File: config.mk
export PLATFORM = sky130hd
export DESIGN_NAME = booth_vote_arbiter
export DESIGN_NICKNAME = d
export VERILOG_FILES = /design/src/rtl/voting_pkg.sv /design/src/rtl/booth_vote_arbiter_rr_arbiter.sv /design/src/rtl/booth_vote_arbiter.sv
export SDC_FILE = /design/constraint.sdc
export NUM_CORES = 1
export LEC_CHECK = 0
export CELL_PAD_IN_SITES_DETAIL_PLACEMENT = 0
export CELL_PAD_IN_SITES_GLOBAL_PLACEMENT = 1
export CORE_MARGIN = 10
export CORE_UTILIZATION = 40
export CTS_CLUSTER_DIAMETER = 150
export CTS_CLUSTER_SIZE = 40
export DETAILED_ROUTE_END_ITERATION = 16
export PLACE_DENSITY_LB_ADDON = 0.3
export SLEW_MARGIN = 20
export SYNTH_ARGS = -nofsm -noshare
export SYNTH_HDL_FRONTEND = slang
export SYNTH_HIERARCHICAL = 1
export SYNTH_SLANG_ARGS = --single-unit
File: constraint.sdc
create_clock -name clock -period 5.9 [get_ports clock]
set_input_delay 0.885 -clock clock [delete_from_list [all_inputs] [get_ports clock]]
set_output_delay 0.885 -clock clock [all_outputs]
set_load 0.05 [all_outputs]
File: src/rtl/voting_pkg.sv
// voting_pkg: shared definitions for the booth vote arbiter.
//   - Default geometry constants (NUM_BOOTHS, BOOTH_W, NUM_CANDS, CAND_W).
//   - booth_state_t: the per-booth session state.
//   - sat_inc8: saturating +1 for the 8-bit event counters.
package voting_pkg;

  localparam int NUM_BOOTHS = 4;
  localparam int BOOTH_W    = 2;
  localparam int NUM_CANDS  = 4;
  localparam int CAND_W     = 2;

  typedef enum logic [1:0] {
    LOCKED  = 2'd0,
    ARMED   = 2'd1,
    PENDING = 2'd2
  } booth_state_t;

  function automatic logic [7:0] sat_inc8(input logic [7:0] v);
    return (v == 8'hFF) ? v : v + 8'd1;
  endfunction

endpackage

File: src/rtl/booth_vote_arbiter_rr_arbiter.sv
// rr_arbiter: combinational round-robin pick.
//   req       in  N  request vector (one bit per requester)
//   ptr       in  W  highest-priority requester this cycle (must be < N)
//   grant     out N  one-hot grant, all zero when nothing requests
//   grant_idx out W  index of the granted requester (0 when none)
//   grant_any out 1  at least one requester was granted
// The search starts at ptr and wraps past N-1 back to 0.
module rr_arbiter #(
  parameter int N = 4,
  parameter int W = 2
) (
  input  logic [N-1:0] req,
  input  logic [W-1:0] ptr,
  output logic [N-1:0] grant,
  output logic [W-1:0] grant_idx,
  output logic         grant_any
);

  int           idx;
  logic [W-1:0] idx_w;

  always_comb begin
    grant     = '0;
    grant_idx = '0;
    grant_any = 1'b0;
    idx       = 0;
    idx_w     = '0;
    for (int i = 0; i < N; i++) begin
      idx = int'(ptr) + i;
      if (idx >= N) idx = idx - N;
      idx_w = W'(idx);
      if (!grant_any && req[idx_w]) begin
        grant[idx_w] = 1'b1;
        grant_idx    = idx_w;
        grant_any    = 1'b1;
      end
    end
  end

endmodule

File: src/rtl/booth_vote_arbiter.sv
// booth_vote_arbiter: shares one vote-logging port between NUM_BOOTHS booths.
// Each booth runs LOCKED -> ARMED (officer arm) -> PENDING (vote captured)
// -> LOCKED (vote moved into the output slot). A round-robin arbiter picks
// which pending booth loads the single registered output slot.
//
// Ports:
//   clock            in   system clock, rising edge
//   reset            in   asynchronous, active-low
//   mode             in   0 = voting, 1 = result display (new votes dropped)
//   booth_arm        in   per-booth officer arm pulse
//   booth_vote_valid in   per-booth one-cycle vote pulse
//   booth_vote_cand  in   candidate of booth b at [b*CAND_W +: CAND_W]
//   booth_armed      out  booth is ARMED
//   booth_pending    out  booth holds an unlogged vote
//   log_valid/log_cand/log_booth out, log_ready in: output slot handshake
//   drop_count       out  saturating count of rejected votes
//   timeout_count    out  saturating count of arm timeouts (ARB_TIMEOUT_EN only)
//
// Handshake: the slot transfers on a rising edge where log_valid=1 and
// log_ready=1. While log_valid=1 and log_ready=0 the slot contents are held.
// The slot reloads whenever it is empty or is being accepted this cycle.
//
// Build option: define ARB_TIMEOUT_EN to add per-booth arm timers
// (ARM_TIMEOUT cycles) and the timeout_count output.
module booth_vote_arbiter
  import voting_pkg::*;
#(
  parameter int NUM_BOOTHS = voting_pkg::NUM_BOOTHS,
  parameter int NUM_CANDS  = voting_pkg::NUM_CANDS,
  parameter int CAND_W     = voting_pkg::CAND_W,
  parameter int BOOTH_W    = voting_pkg::BOOTH_W
`ifdef ARB_TIMEOUT_EN
  ,
  parameter int ARM_TIMEOUT = 1000
`endif
) (
  input  logic                         clock,
  input  logic                         reset,
  input  logic                         mode,
  input  logic [NUM_BOOTHS-1:0]        booth_arm,
  input  logic [NUM_BOOTHS-1:0]        booth_vote_valid,
  input  logic [NUM_BOOTHS*CAND_W-1:0] booth_vote_cand,
  output logic [NUM_BOOTHS-1:0]        booth_armed,
  output logic [NUM_BOOTHS-1:0]        booth_pending,
  output logic                         log_valid,
  output logic [CAND_W-1:0]            log_cand,
  output logic [BOOTH_W-1:0]           log_booth,
  input  logic                         log_ready,
  output logic [7:0]                   drop_count
`ifdef ARB_TIMEOUT_EN
  ,
  output logic [7:0]                   timeout_count
`endif
);

  localparam logic [CAND_W:0]  CAND_LIMIT = (CAND_W + 1)'(NUM_CANDS);
  localparam logic [BOOTH_W-1:0] LAST_BOOTH = BOOTH_W'(NUM_BOOTHS - 1);

  booth_state_t      state     [NUM_BOOTHS];
  logic [CAND_W-1:0] pend_cand [NUM_BOOTHS];
  logic [CAND_W-1:0] vote_cand [NUM_BOOTHS];
  logic [BOOTH_W-1:0] rr_ptr;

  logic [NUM_BOOTHS-1:0] vote_ok;
  logic [NUM_BOOTHS-1:0] vote_drop;
  logic [NUM_BOOTHS-1:0] grant;
  logic [BOOTH_W-1:0]    grant_idx;
  logic                  grant_any;
  logic                  slot_load;
  logic                  do_grant;
  logic [CAND_W-1:0]     grant_cand;
  logic [7:0]            drop_next;

`ifdef ARB_TIMEOUT_EN
  localparam int TMR_W = (ARM_TIMEOUT > 1) ? $clog2(ARM_TIMEOUT) : 1;
  localparam logic [TMR_W-1:0] TMR_LAST = TMR_W'(ARM_TIMEOUT - 1);

  logic [TMR_W-1:0]      arm_timer [NUM_BOOTHS];
  logic [NUM_BOOTHS-1:0] timeout_hit;
  logic [7:0]            timeout_next;
`endif

  // Decode state and classify this cycle's vote pulses.
  always_comb begin
    for (int b = 0; b < NUM_BOOTHS; b++) begin
      vote_cand[b]     = booth_vote_cand[b*CAND_W +: CAND_W];
      booth_armed[b]   = (state[b] == ARMED);
      booth_pending[b] = (state[b] == PENDING);
      vote_ok[b]       = booth_vote_valid[b] && !mode && (state[b] == ARMED) &&
                         ({1'b0, vote_cand[b]} < CAND_LIMIT);
      vote_drop[b]     = booth_vote_valid[b] && !vote_ok[b];
    end
  end

  // Several booths can be rejected in one cycle; each adds one, saturating.
  always_comb begin
    drop_next = drop_count;
    for (int b = 0; b < NUM_BOOTHS; b++) begin
      if (vote_drop[b]) drop_next = sat_inc8(drop_next);
    end
  end

`ifdef ARB_TIMEOUT_EN
  // A vote in the final armed cycle wins over the timeout.
  always_comb begin
    timeout_next = timeout_count;
    for (int b = 0; b < NUM_BOOTHS; b++) begin
      timeout_hit[b] = (state[b] == ARMED) && !vote_ok[b] && (arm_timer[b] == TMR_LAST);
      if (timeout_hit[b]) timeout_next = sat_inc8(timeout_next);
    end
  end
`endif

  rr_arbiter #(
    .N (NUM_BOOTHS),
    .W (BOOTH_W)
  ) u_rr_arbiter (
    .req       (booth_pending),
    .ptr       (rr_ptr),
    .grant     (grant),
    .grant_idx (grant_idx),
    .grant_any (grant_any)
  );

  assign slot_load = !log_valid || log_ready;
  assign do_grant  = slot_load && grant_any;

  always_comb begin
    grant_cand = '0;
    for (int b = 0; b < NUM_BOOTHS; b++) begin
      if (grant[b]) grant_cand = grant_cand | pend_cand[b];
    end
  end

  always_ff @(posedge clock or negedge reset) begin
    if (!reset) begin
      for (int b = 0; b < NUM_BOOTHS; b++) begin
        state[b]     <= LOCKED;
        pend_cand[b] <= '0;
`ifdef ARB_TIMEOUT_EN
        arm_timer[b] <= '0;
`endif
      end
      rr_ptr     <= '0;
      log_valid  <= 1'b0;
      log_cand   <= '0;
      log_booth  <= '0;
      drop_count <= '0;
`ifdef ARB_TIMEOUT_EN
      timeout_count <= '0;
`endif
    end else begin
      for (int b = 0; b < NUM_BOOTHS; b++) begin
        case (state[b])
          LOCKED: begin
            if (booth_arm[b] && !mode) begin
              state[b] <= ARMED;
`ifdef ARB_TIMEOUT_EN
              arm_timer[b] <= '0;
`endif
            end
          end
          ARMED: begin
            if (vote_ok[b]) begin
              state[b]     <= PENDING;
              pend_cand[b] <= vote_cand[b];
            end
`ifdef ARB_TIMEOUT_EN
            else if (timeout_hit[b]) begin
              state[b] <= LOCKED;
            end else begin
              arm_timer[b] <= arm_timer[b] + TMR_W'(1);
            end
`endif
          end
          PENDING: begin
            if (do_grant && grant[b]) state[b] <= LOCKED;
          end
          default: state[b] <= LOCKED;
        endcase
      end

      if (do_grant) begin
        log_valid <= 1'b1;
        log_cand  <= grant_cand;
        log_booth <= grant_idx;
        rr_ptr    <= (grant_idx == LAST_BOOTH) ? '0 : grant_idx + BOOTH_W'(1);
      end else if (log_valid && log_ready) begin
        log_valid <= 1'b0;
      end

      drop_count <= drop_next;
`ifdef ARB_TIMEOUT_EN
      timeout_count <= timeout_next;
`endif
    end
  end

endmodule

======== Yosys cells after proc, flatten, opt, wreduce, memory -nomap -nowiden ========
Cells that the tools add are included.
word-level totals
  register bits ........................... 31
  bits of input ports ..................... 20
  output and inout bits ................... 21
operators by class
  $add $sub $neg .......................... 12
  $lt $le $gt $ge ......................... 12
  eq/ne operators ......................... 25
  muxes and demuxes ....................... 63
  bitwise logic cells ..................... 6
  reductions and logical operators ........ 52
operator list
  kind                   number
  $mux W8                8
  $mux W2                25
  $add A8 B1 Y8 const B  4
  $eq A8 B8 Y1 const B   4
  $logic_and A1 B1 Y1    29
  $pmux W2 S3            4
  $mux W4                4
  $ne A2 B2 Y1 const B   8
  $mux W1                14
  $lt A2 B3 Y1 const B   4
  $or A4 B4 Y4           3
  $reduce_and A3 Y1      4
  $eq A2 B2 Y1 const B   5
  $ge A3 B3 Y1 const B   3
  $logic_not A1 Y1       9
  $bmux W1 S2            4
  $demux W1 S2           4
  $eq A2 B1 Y1 const B   4
  $ge A2 B1 Y1 const B   4
  $logic_not A2 Y1       4
  $ne A2 B1 Y1 const B   4
  $reduce_and A2 Y1      4
  $sub A2 B1 Y2 const B  4
  $add A2 B2 Y3 const B  2
  other kinds (6)        8

======== Longest topological paths before layout ========
Gate-level depths: netlist of the first run.
  depth after elaboration ................. 21
  mapped depth ............................ 20
  depth with buffers taken out ............ 18

======== Hierarchy ========
Netlist of the first run, hierarchy kept.
by module, submodules not included
  module              times used  cells an instance  area an instance (um2)  sequential area each (um2)
  booth_vote_arbiter  1           302                2648.8                  775.7
  rr_arbiter          1           45                 421.7                   0.0

======== Least setup slack after synthesis of the first run ========
No wires, ideal clock.
  kind .................................... reg-to-reg
  start ................................... register drop_count[0]
  end ..................................... register drop_count[6]
  data arrival time ....................... 4.414 ns
  setup slack ............................. 1.400 ns
  stages on the path, launching flop included .. 20
  path buffers ............................ 2
  cells stage by stage .................... dfrtp_1 > ha_1 > buf_2 > nand3_1 > o211ai_2 > xor2_1 > inv_1 > ha_1 > inv_1 > nor3_2 > a41oi_4 > xnor2_1 > ha_1 > inv_1 > a2111o_1 > nand2_2 > o2bb2ai_2 > buf_6 > a41oi_1 > a211oi_2
on the way
  cells in the longest elaborated chain, start to end .. 12
RTL lines
  element                                               line                       RTL
  start, declared                                       booth_vote_arbiter.sv:49   output logic [7:0] drop_count
  start signal, assigned                                booth_vote_arbiter.sv:192  drop_count <= drop_next;
  $add A8 B1 Y8 / $eq A8 B8 Y1 (equally long branches)  voting_pkg.sv:19           return (v == 8'hFF) ? v : v + 8'd1;
  $mux W8                                               voting_pkg.sv:19
  $mux W8 *                                             booth_vote_arbiter.sv:99   if (vote_drop[b]) drop_next = sat_inc8(drop_next);
  $add A8 B1 Y8 / $eq A8 B8 Y1 (equally long branches)  voting_pkg.sv:19
  $mux W8                                               voting_pkg.sv:19
  $mux W8 *                                             booth_vote_arbiter.sv:99
  $add A8 B1 Y8 / $eq A8 B8 Y1 (equally long branches)  voting_pkg.sv:19
  $mux W8                                               voting_pkg.sv:19
  $mux W8 *                                             booth_vote_arbiter.sv:99
  $add A8 B1 Y8 / $eq A8 B8 Y1 (equally long branches)  voting_pkg.sv:19
  $mux W8                                               voting_pkg.sv:19
  $mux W8 *                                             booth_vote_arbiter.sv:99
  via drop_next[6]                                      booth_vote_arbiter.sv:72   logic [7:0] drop_next;
Mark *: on every way through the listed nets, which the timed path passes. The rest lies on a longest branch.
A chain may end at the register's enable or synchronous reset.

======== Worst setup path in the final report of the first run ========
  start ................................... input port mode
  end ..................................... register drop_count[6]
on the way
  cells in the longest elaborated chain, start to end .. 15
RTL lines
  element                                               line                      RTL
  start, declared                                       booth_vote_arbiter.sv:39  input logic mode,
  $logic_not A1 Y1 *                                    booth_vote_arbiter.sv:89  vote_ok[b] = booth_vote_valid[b] && !mode && (state[b] == ARMED) &&
  $logic_and A1 B1 Y1 (2 in series)                     booth_vote_arbiter.sv:89
  $logic_not A1 Y1                                      booth_vote_arbiter.sv:91  vote_drop[b] = booth_vote_valid[b] && !vote_ok[b];
  $logic_and A1 B1 Y1                                   booth_vote_arbiter.sv:91
  $mux W8                                               booth_vote_arbiter.sv:99
  $add A8 B1 Y8 / $eq A8 B8 Y1 (equally long branches)  voting_pkg.sv:19
  $mux W8                                               voting_pkg.sv:19
  $mux W8                                               booth_vote_arbiter.sv:99
  $add A8 B1 Y8 / $eq A8 B8 Y1 (equally long branches)  voting_pkg.sv:19
  $mux W8                                               voting_pkg.sv:19
  $mux W8                                               booth_vote_arbiter.sv:99
  $add A8 B1 Y8 / $eq A8 B8 Y1 (equally long branches)  voting_pkg.sv:19
  $mux W8                                               voting_pkg.sv:19
  $mux W8 *                                             booth_vote_arbiter.sv:99
  via drop_next[6]                                      booth_vote_arbiter.sv:72
Marks and branches as above.

==> metrics.json, run 1 <==
{
  "grt_use_met1_pct": 22.1,
  "rsz0062_at_grt": "false",
  "worstSkewPairLatency_ns": 0.28,
  "layout-drive-gt1-share_pct": 12.3,
  "wl_per_cell_um": 18.2,
  "pre_cts_ws_ns": 0.514,
  "area_growth_syn_to_layout_pct": 18.1,
  "floorplan.io_pins": 41,
  "hold-worst-slack_ns": 0.429,
  "timing.setup.critical_path_class": "input pin to flip-flop",
  "detailroute.via_count": 2877,
  "number_of_input_and_output_port_buffers_inserted": 40,
  "post-synth-top-count-cell": "sky130_fd_sc_hd__nand2_1",
  "placed_cells": 473,
  "postRouteAntennaNets": 0,
  "outcome": "complete, no violations",
  "edff_count_synth": 0,
  "timing.final.ws_setup_ns": 0.691,
  "postCtsSetupRepairBufs": 0,
  "yosys.area.top_type_share_pct": 25.3,
  "drt_pre_antenna_iters": 5,
  "path_clk_slew_ns": 0.07,
  "cell_type_with_the_highest_aggregate_area_in_the_netlist": "sky130_fd_sc_hd__dfrtp_1",
  "grt_antenna_before_repair": 0,
  "ys_types": 76,
  "synth-async-reset-ratio_pct": 100,
  "die_ar_um2": 11600,
  "setup-violations-final": 0,
  "ys_top_cells_by_count": "36 x sky130_fd_sc_hd__nand2_1, 31 x sky130_fd_sc_hd__dfrtp_1, 29 x sky130_fd_sc_hd__nor2_1",
  "maxClockFrequency_ghz": 0.192,
  "timing.final.max_slew_violations": 0,
  "layoutNonFillerInstCount": 481,
  "routed_wl_um": 8750,
  "num_rows": 31,
  "clock_tree_from_tritoncts": "done",
  "number_of_clock_sinks": 31,
  "ys_dominant_reg_cell": "sky130_fd_sc_hd__dfrtp_1",
  "crit_path_end_kind": "flip-flop",
  "share_of_the_yosys_chip_area_belonging_to_registers_pct": 25.3,
  "max_slew_margin_pct": 60.5,
  "drt-initial-drc-count": 193,
  "cp_max_fo": 9,
  "detailed_place_hpwl_um": 6830,
  "worstHoldPathType": "flip-flop to flip-flop",
  "cts.root.buffer_cell": "sky130_fd_sc_hd__clkbuf_8",
  "cts_max_level": 2,
  "num-nets-final": 410,
  "timing_hold_violations_final": 0,
  "synth_area_per_cell_um2": 8.85,
  "timing.setup.tns_ns": 0,
  "ys_seq_elements": 31,
  "cts-resized-gates": 0,
  "clock_skew_ns": 0.0121,
  "grt.overflow.total": 0,
  "gr-usage-all-layers_pct": 15.2,
  "required_arrival_time_at_the_worst_endpoint_ns": 6.10,
  "cap_viol_max_count": 0,
  "gp_congestion": 0.933,
  "top_usage_layer": "met2",
  "synth_area_um2": 3070,
  "insertedDiodeCount": 0,
  "total_clock_buffers_created_by_cts": 5,
  "via_per_instance_ratio": 5.98,
  "cts-hold-fix-buffers": 0,
  "worst-slew-pin-transition_ns": 0.591,
  "clockBufferDepth": 2,
  "chipHeight_um": 108,
  "grt_met2_usage_pct": 22.2,
  "start_util_pct": 41.7,
  "grt.met3_usage_pct": 3.41,
  "netlist_top_cells_area": "sky130_fd_sc_hd__dfrtp_1 25%, sky130_fd_sc_hd__mux2_2 5.1%, sky130_fd_sc_hd__a22oi_1 4.4%",
  "synth_fp_nets": 376,
  "worstPathArrival_ns": 5.40,
  "finalCriticalPeriod_ns": 5.21,
  "layout_worst_path_cycle_share_pct": 88.3,
  "syn_inst": 347,
  "pin_count_of_the_biggest_net_entering_global_routing": 32,
  "crit_path_start_kind": "input pin",
  "grt_pass1_wl_um": 14600,
  "n_fill_cell": 725,
  "route.detailed.drc": 0,
  "die_width_um": 108,
  "first_global_vias": 2818,
  "core_region_area_um2": 7370,
  "synth-warning-count": 6
}
==> sequential cells by signal, summed over array words and instances (netlist names) <==
| name | cells |
|---|---|
| drop_count | 8 |
| log_booth | 2 |
| log_cand | 2 |
| log_valid | 1 |
| pend_cand | 8 |
| rr_ptr | 2 |
| state | 8 |
==> area by class of cell <==
| class | instances | area (µm²) | area share (%) |
|---|---|---|---|
| tap | 99 | 124 | 3.42 |
| sequential | 31 | 776 | 21.4 |
| clock inverter | 3 | 43.8 | 1.21 |
| clock buffer | 5 | 68.8 | 1.90 |
| inverter | 11 | 41.3 | 1.14 |
| multi-input combinational | 289 | 2150 | 59.3 |
| timing repair buffer | 43 | 423 | 11.7 |
==> routing by layer <==
layer  vias up  wire (µm)
met1      1382       4410
li1       1405          -
met5         -          0
met2        83       3710
met3         7        590
met4         0         40
==> worst paths after layout <==
kind,start,end,slack [ns],cells after the start
worst max-delay path,mode,drop_count[6],0.69,17
worst min-delay path,state[3],state[2],0.43,1
worst max register to register,drop_count[0],drop_count[6],0.76,17
worst min register to register,state[3],state[2],0.43,1
max in group asynchronous,reset,drop_count[1],4.60,2
min in group asynchronous,reset,pend_cand[5],0.99,2
==> critical path, cell delays in order <==
cell and delay (ns):
sky130_fd_sc_hd__clkdlybuf4s50_1 0.42, sky130_fd_sc_hd__or3b_1 0.53, sky130_fd_sc_hd__o211ai_2 0.21, sky130_fd_sc_hd__xor2_1 0.18, sky130_fd_sc_hd__inv_1 0.09, sky130_fd_sc_hd__ha_1 0.24
sky130_fd_sc_hd__inv_1 0.12, sky130_fd_sc_hd__nor3_2 0.50, sky130_fd_sc_hd__a41oi_4 0.29, sky130_fd_sc_hd__xnor2_1 0.35, sky130_fd_sc_hd__ha_1 0.26, sky130_fd_sc_hd__nand2_1 0.10
sky130_fd_sc_hd__a311oi_1 0.28, sky130_fd_sc_hd__xor2_1 0.24, sky130_fd_sc_hd__and2_1 0.28, sky130_fd_sc_hd__a41oi_1 0.17, sky130_fd_sc_hd__a211oi_2 0.24
==> cell families after synthesis <==
group | count (synthesis) | synth area share [%]
and+or+nand+nor | 141 | 25.3
AOI/OAI and AO/OA | 102 | 27.0
DFF | 31 | 25.3
buffers and inverters | 27 | 4.73
muxes | 25 | 10.6
xor gates and xnor gates | 12 | 3.42
adders and majority gates | 9 | 3.67
==> layout by cell type (no fill, tap or decap), types with 5 or more instances in the layout <==
master	n
sky130_fd_sc_hd__o21ai_0	11
sky130_fd_sc_hd__o22ai_1	5
sky130_fd_sc_hd__a21o_1	5
sky130_fd_sc_hd__nand4_1	11
sky130_fd_sc_hd__nor2_1	29
sky130_fd_sc_hd__nor4_1	6
sky130_fd_sc_hd__a31oi_1	8
sky130_fd_sc_hd__clkdlybuf4s50_1	40
sky130_fd_sc_hd__a21oi_1	7
sky130_fd_sc_hd__mux2_2	14
sky130_fd_sc_hd__mux2i_1	7
sky130_fd_sc_hd__a22oi_1	18
sky130_fd_sc_hd__dfrtp_1	31
sky130_fd_sc_hd__xnor2_1	8
sky130_fd_sc_hd__nor2b_1	8
sky130_fd_sc_hd__nand2b_1	14
sky130_fd_sc_hd__ha_1	9
sky130_fd_sc_hd__nand2_1	36
sky130_fd_sc_hd__inv_1	11
sky130_fd_sc_hd__clkbuf_8	5
==> metrics by stage <==
step	area, µm²	utilization [%]
final	3630	49.2
after global routing	3630	49.2
after CTS	3630	49.2
after detailed placement	3510	47.7
after global placement	3510	47.7
after floorplan	3070	-
Power of run 1 is not shown: default switching activity piles up to over one toggle a cycle in this logic, so the estimate is an artifact.
==> run 2: changes to the inputs <==
--- a/config.mk
+++ b/config.mk
@@ -5,6 +5,7 @@
 export SDC_FILE = /design/constraint.sdc
 export NUM_CORES = 1
 export LEC_CHECK = 0
+export CAP_MARGIN = 10
 export CELL_PAD_IN_SITES_DETAIL_PLACEMENT = 0
 export CELL_PAD_IN_SITES_GLOBAL_PLACEMENT = 1
 export CORE_MARGIN = 10
@@ -13,6 +14,7 @@
 export CTS_CLUSTER_SIZE = 40
 export DETAILED_ROUTE_END_ITERATION = 16
 export PLACE_DENSITY_LB_ADDON = 0.3
+export SKIP_CTS_REPAIR_TIMING = 1
 export SLEW_MARGIN = 20
 export SYNTH_ARGS = -nofsm -noshare
 export SYNTH_HDL_FRONTEND = slang
==> results of run 2 <==
No change in the layout: final DEF, timing and power equal those of run 1.
Power of run 2 is left out for the same reason.
